File: src/rtl/game_io_ctrl.sv
// Memory-mapped game I/O block: LFSR random source, static/queued LED flashing, status register.
// Define GAME_IO_BTN_EN to enable the synchronised sticky button register at ADDR_BTN.

module game_io_ctrl #(
  parameter int          NUM_LEDS     = 4,
  parameter int          FIFO_DEPTH   = 8,
  parameter int          FLASH_CYCLES = 25000000,
  parameter int          GAP_CYCLES   = 12500000,
  parameter logic [15:0] SEED         = 16'hACE1,
  parameter logic [11:0] ADDR_RAND    = 12'd5,
  parameter logic [11:0] ADDR_LED     = 12'd6,
  parameter logic [11:0] ADDR_BTN     = 12'd7,
  parameter logic [11:0] ADDR_STATUS  = 12'd8
) (
  input  logic                clock_i,
  input  logic                reset_i,
  input  logic [11:0]         addr_i,
  input  logic                wren_i,
  input  logic                rden_i,
  input  logic [31:0]         wdata_i,
  output logic [31:0]         rdata_o,
  output logic                hit_o,
  input  logic [NUM_LEDS-1:0] btn_in_i,
  output logic [NUM_LEDS-1:0] led_out_o
);

  localparam int PTR_W = $clog2(FIFO_DEPTH);
  localparam int CNT_W = PTR_W + 1;

  typedef enum logic [1:0] {IDLE, ON, GAP} state_e;

  state_e              state_q, state_d;
  logic [31:0]         timer_q, timer_d;
  logic [7:0]          chan_q, chan_d;
  logic [15:0]         lfsr_q, lfsr_d;
  logic [NUM_LEDS-1:0] staticLed_q, staticLed_d;
  logic [NUM_LEDS-1:0] ledOut_q, ledOut_d, flashVec;
  logic [7:0]          fifoMem_q [FIFO_DEPTH];
  logic [PTR_W-1:0]    wrPtr_q, rdPtr_q;
  logic [CNT_W-1:0]    count_q, count_d;
  logic                ovf_q, ovf_d, err_q, err_d;
  logic [31:0]         btnRead;
  logic                unusedBits;

  logic       randSel, ledSel, btnSel, statusSel;
  logic [7:0] storeChan;
  logic       chanOk, ledStore, queueReq, staticReq, errEvent, ovfEvent;
  logic       fifoEmpty, fifoFull, push, pop, busy, statusClr;

  assign randSel   = (addr_i == ADDR_RAND);
  assign ledSel    = (addr_i == ADDR_LED);
  assign btnSel    = (addr_i == ADDR_BTN);
  assign statusSel = (addr_i == ADDR_STATUS);
  assign hit_o     = randSel | ledSel | btnSel | statusSel;

  assign storeChan = wdata_i[8:1];
  assign chanOk    = (storeChan < 8'(NUM_LEDS));
  assign ledStore  = wren_i & ledSel;
  assign queueReq  = ledStore & chanOk & wdata_i[9];
  assign staticReq = ledStore & chanOk & ~wdata_i[9];
  assign errEvent  = ledStore & ~chanOk;

  // A full FIFO still accepts a push when the player pops in the same cycle.
  assign fifoEmpty = (count_q == '0);
  assign fifoFull  = (count_q == CNT_W'(FIFO_DEPTH));
  assign pop       = (state_q == IDLE) & ~fifoEmpty;
  assign push      = queueReq & (~fifoFull | pop);
  assign ovfEvent  = queueReq & fifoFull & ~pop;
  assign busy      = (state_q != IDLE);
  assign statusClr = rden_i & statusSel;
  assign unusedBits = ^wdata_i[31:10];

  always_comb begin
    lfsr_d = {1'b0, lfsr_q[15:1]} ^ (lfsr_q[0] ? 16'hB400 : 16'h0000);
    ovf_d  = (ovf_q & ~statusClr) | ovfEvent;
    err_d  = (err_q & ~statusClr) | errEvent;
    count_d = count_q;
    if (push && !pop) begin
      count_d = count_q + CNT_W'(1);
    end else if (pop && !push) begin
      count_d = count_q - CNT_W'(1);
    end
    staticLed_d = staticLed_q;
    flashVec    = '0;
    for (int i = 0; i < NUM_LEDS; i++) begin
      if (staticReq && storeChan == 8'(i)) staticLed_d[i] = wdata_i[0];
      flashVec[i] = (chan_q == 8'(i));
    end
  end

  // Player FSM; led_out is registered from the current state, so the LED lags the state by one edge.
  always_comb begin
    state_d  = state_q;
    timer_d  = timer_q;
    chan_d   = chan_q;
    ledOut_d = '0;
    case (state_q)
      IDLE: begin
        ledOut_d = staticLed_q;
        if (!fifoEmpty) begin
          state_d = ON;
          timer_d = '0;
          chan_d  = fifoMem_q[rdPtr_q];
        end
      end
      ON: begin
        ledOut_d = flashVec;
        if (timer_q == 32'(FLASH_CYCLES - 1)) begin
          state_d = GAP;
          timer_d = '0;
        end else begin
          timer_d = timer_q + 32'd1;
        end
      end
      GAP: begin
        if (timer_q == 32'(GAP_CYCLES - 1)) begin
          state_d = IDLE;
          timer_d = '0;
        end else begin
          timer_d = timer_q + 32'd1;
        end
      end
      default: state_d = IDLE;
    endcase
  end

  always_ff @(posedge clock_i) begin
    if (reset_i) begin
      state_q     <= IDLE;
      timer_q     <= '0;
      chan_q      <= '0;
      lfsr_q      <= SEED;
      staticLed_q <= '0;
      ledOut_q    <= '0;
      wrPtr_q     <= '0;
      rdPtr_q     <= '0;
      count_q     <= '0;
      ovf_q       <= 1'b0;
      err_q       <= 1'b0;
    end else begin
      state_q     <= state_d;
      timer_q     <= timer_d;
      chan_q      <= chan_d;
      lfsr_q      <= lfsr_d;
      staticLed_q <= staticLed_d;
      ledOut_q    <= ledOut_d;
      count_q     <= count_d;
      ovf_q       <= ovf_d;
      err_q       <= err_d;
      if (push) wrPtr_q <= wrPtr_q + PTR_W'(1);
      if (pop)  rdPtr_q <= rdPtr_q + PTR_W'(1);
    end
  end

  always_ff @(posedge clock_i) begin
    if (push) fifoMem_q[wrPtr_q] <= storeChan;
  end

  assign led_out_o = ledOut_q;

`ifdef GAME_IO_BTN_EN
  logic [NUM_LEDS-1:0] btnSync1_q, btnSync2_q, btnPrev_q, btn_q, btn_d;

  // A rising edge arriving in the same cycle as the clearing read survives the clear.
  always_comb begin
    btn_d = ((rden_i && btnSel) ? '0 : btn_q) | (btnSync2_q & ~btnPrev_q);
  end

  always_ff @(posedge clock_i) begin
    if (reset_i) begin
      btnSync1_q <= '0;
      btnSync2_q <= '0;
      btnPrev_q  <= '0;
      btn_q      <= '0;
    end else begin
      btnSync1_q <= btn_in_i;
      btnSync2_q <= btnSync1_q;
      btnPrev_q  <= btnSync2_q;
      btn_q      <= btn_d;
    end
  end

  assign btnRead = 32'(btn_q);
`else
  logic unusedBtn;
  assign unusedBtn = ^btn_in_i;
  assign btnRead   = '0;
`endif

  always_comb begin
    rdata_o = '0;
    if (randSel) begin
      rdata_o = {16'h0000, lfsr_q};
    end else if (ledSel) begin
      rdata_o = 32'(staticLed_q);
    end else if (btnSel) begin
      rdata_o = btnRead;
    end else if (statusSel) begin
      rdata_o = {16'h0000, 8'(count_q), 3'b000, err_q, ovf_q, busy, fifoFull, fifoEmpty};
    end
  end

endmodule

File: config.mk
export PLATFORM = sky130hd
export DESIGN_NAME = game_io_ctrl
export DESIGN_NICKNAME = d
export VERILOG_FILES = /design/src/rtl/game_io_ctrl.sv
export SDC_FILE = /design/constraint.sdc
export NUM_CORES = 1
export LEC_CHECK = 0
export CORE_MARGIN = 2
export CORE_UTILIZATION = 59
export CTS_BUF_LIST = sky130_fd_sc_hd__clkbuf_2 sky130_fd_sc_hd__clkbuf_4 sky130_fd_sc_hd__clkbuf_8
export DETAILED_ROUTE_END_ITERATION = 10
export PLACE_DENSITY = 0.83
export SYNTH_ARGS = -nofsm -noshare
export SYNTH_HDL_FRONTEND = slang
export SYNTH_SLANG_ARGS = --single-unit
File: constraint.sdc
create_clock -name clock_i -period 9.56 [get_ports clock_i]
set_clock_uncertainty 0.2 [all_clocks]
set_input_delay 1.912 -clock clock_i [delete_from_list [all_inputs] [get_ports clock_i]]
set_output_delay 1.912 -clock clock_i [all_outputs]
set_load 0.01 [all_outputs]
==> results_dict.tcl <==
set metrics [dict create \
    path_clk_slew_ns 0.08 \
    layout.nets 685 \
    multiInputGateArea_um2 2749 \
    core_area_um2 10750 \
    finalNonFillerCells 774 \
    r2r_cells 12 \
    routabilityCongestion 0.8525 \
    start_util_pct 60.12 \
    p_per_area_nw_per_um2 216.0 \
    place.detailed.hpwl_um 9218 \
    finish.utilization_pct 68.35 \
    drc 0 \
    antenna_cells 0 \
    dp_slack_ns 2.738 \
    clkPwrFrac_pct 29.8 \
    period_share_pct 71.37 \
    seq_area_frac_synth_pct 53.92 \
    synth_async_sr_flop_share_pct 0 \
    outcome "completed" \
    portBuffers 46 \
    rsz0062_at_grt "no" \
    rows 38 \
    synth_ff_type "dfxtp_1" \
    cts_max_level 4 \
    firstDrtPassIters 8 \
    whs_ns 0.2464 \
    wl_per_cell_um 17.48 \
    cts_root_buffer "clkbuf_8" \
    tightest_slew_ns 1.200 \
    die_y_um 108.6 \
    peakVddDrop_mv 0.1421 \
    maxSlewHeadroom_pct 19.41 \
    worst-path-max-fanout 16 \
    die_w_um 108.6 \
    routed_wl_um 13530 \
    place_area_um2 6953 \
    yosysTopAreaCellShare_pct 29.75 \
    drv_slew 0 \
    pwr-share-seq_pct 46.2 \
    cp-end-kind "output port" \
    startpoint "addr_i[9]" \
    min_path_type "reg -> reg" \
    fin_crit_ns 6.823 \
    p_leak_nw 2.458 \
    switching_share_pct 31.50 \
    post-cts-setup-buffer-count 0 \
    grt_use_total_pct 23.81 \
    setup_ws_ns 2.737 \
    syn_inst 579 \
    r2r_setup_slack_ns 6.15 \
    yosysUniqueCellTypes 60 \
    drtIter0Drc 432 \
    io-pin-count 89 \
    finalSetupViolCount 0 \
    grt_max_degree 56 \
    internal_power_mw 1.087 \
    start_kind "input port" \
    critPathRequiredTime_ns 7.45 \
    vias_per_cell 5.992 \
    timing.fmax_mhz 146.6 \
    cts_buffer_depth 2 \
    area_growth_pct 13.69 \
    cp_cell_sequence "clkdlybuf4s50_1 -> or4_4 -> or2_1 -> nor4b_4 -> a222oi_1 -> inv_1 -> clkdlybuf4s50_1" \
    antenna_found_initial 0 \
    dieArea_um2 11800 \
    grt_pass1_wl_um 21220 \
    switchingPower_mw 0.4998 \
    ant_nets 0 \
    slowest_delay_ns 0.68 \
    cts_buffers 17 \
    netlist_area_um2 6460 \
    cap_viol_max_count 0 \
    synth-edff-count 64 \
    holdPathEnd "lfsr_q[6]" \
    synthTopCellsByArea "edfxtp_1 30%, dfxtp_1 24%, mux4_2 5.6%, nor2_1 3.0%, mux2i_1 2.6%" \
    drive_above_1_share_pct 10.41 \
    cts_sinks 142 \
    holdPathStages 1 \
    cp.arrival_ns 4.71 \
    clock_latency_ns 0.45 \
    r2r_start "state_q[0]" \
    synth-seq-cells 142 \
    hold_viol_final 0 \
    combPwrFrac_pct 24.0 \
    fillers 764 \
    slowest_stage "nor4b_4" \
    setup_tns_ns 0 \
    yosysTopAreaCell "edfxtp_1" \
    dp_cells 742 \
    grt.overflow.total 0 \
    crit_top_cell "clkdlybuf4s50_1" \
    cts_tree "yes" \
    power.total_mw 1.587 \
    yosysWarnings 0 \
    cts_resized 0 \
    r2r_end "count_q[3]" \
    vias 4638 \
    syn_avg_cell_area_um2 11.16 \
    hold_buffers 0 \
    regArea_um2 3483 \
    fin_area_um2 7345 \
    grt_pass1_vias 4461 \
    critical_path_class "in -> out" \
    min_from "lfsr_q[7]" \
]
cells in the mapped netlist, types with 7 or more instances:
cell type  count
nand2_1       36
a21oi_1       22
mux2i_1       17
buf_4         16
and3_1         7
nand3_1       30
mux4_2        16
nor2_1        52
ha_1          11
o21ai_1       12
inv_1         18
nand2b_1       9
edfxtp_1      64
nor3_1        10
dfxtp_1       78
a211oi_1      10
or3_1         18
clkbuf_1      20
a21o_1         8
nor2b_1        8
nand4_1       12
and2_1        10
cell usage in the layout (no fill, tap or decap), types with 7 or more instances in the layout:
master,count
nand2b_1,9
ha_1,11
mux4_2,16
nand2_1,36
clkdlybuf4s50_1,45
conb_1,16
a211oi_1,10
nor2_1,52
clkbuf_8,17
or3_1,18
mux2i_1,17
nor2b_1,8
edfxtp_1,64
a21o_1,8
inv_1,18
and2_1,10
nand3_1,30
nor3_1,10
nand4_1,12
a21oi_1,22
dfxtp_1,78
o21ai_1,12
and3_1,7
worst max-delay path by stage:
stage / to
floorplan: rdata_o[10]
global placement: rdata_o[3]
detailed placement: rdata_o[3]
CTS: rdata_o[3]
global route: rdata_o[3]
finish: rdata_o[3]
flip-flops by register name (all words and copies together) (netlist names):
| signal | flops |
|---|---|
| lfsr_q | 16 |
| wrPtr_q | 3 |
| staticLed_q | 4 |
| ovf_q | 1 |
| chan_q | 8 |
| fifoMem_q | 64 |
| rdPtr_q | 3 |
| timer_q | 32 |
| err_q | 1 |
| led_out_o | 4 |
| state_q | 2 |
| count_q | 4 |
routing by layer:
layer	GRT usage [%]	wire, um	up-vias
met3	6.157	683	25
met4	10.44	221	0
li1	-	-	2213
met1	29.23	5627	2238
met2	39.82	7001	162
met5	0	0	-
cells by family after synthesis:
group	Yosys count	share of synthesized area, %
compound gates	88	9.123
fa+ha+maj	12	2.440
mux	33	8.212
buf+inv	59	4.397
simple gates	235	20.63
flops	142	53.92
xor+xnor	9	1.220
other cells	1	0.05805
critical path: cells and delay by family:
kind | cells | cell delay [ns]
simple gates | 3 | 1.56
buf+inv | 3 | 1.04
compound gates | 1 | 0.19
area by class of cell:
cell class / instances / share of cell area, %
well taps: 140 / 2.385
repair buffers: 49 / 6.508
multi-input cells: 393 / 37.43
flip-flops and latches: 142 / 47.43
inverters: 18 / 0.9199
clock buffers: 20 / 3.492
clock inverters: 12 / 1.840
power groups by stage:
| stage | combinational, mW | clock [mW] | sequential [mW] |
|---|---|---|---|
| after floorplan | 0.322 | 0 | 0.712 |
| after global placement | 0.357 | 0 | 0.744 |
| after detailed placement | 0.378 | 0 | 0.747 |
| after CTS | 0.381 | 0.478 | 0.734 |
| after global routing | 0.418 | 0.504 | 0.741 |
| final | 0.381 | 0.473 | 0.733 |
Power figures use the tool's default switching activity.
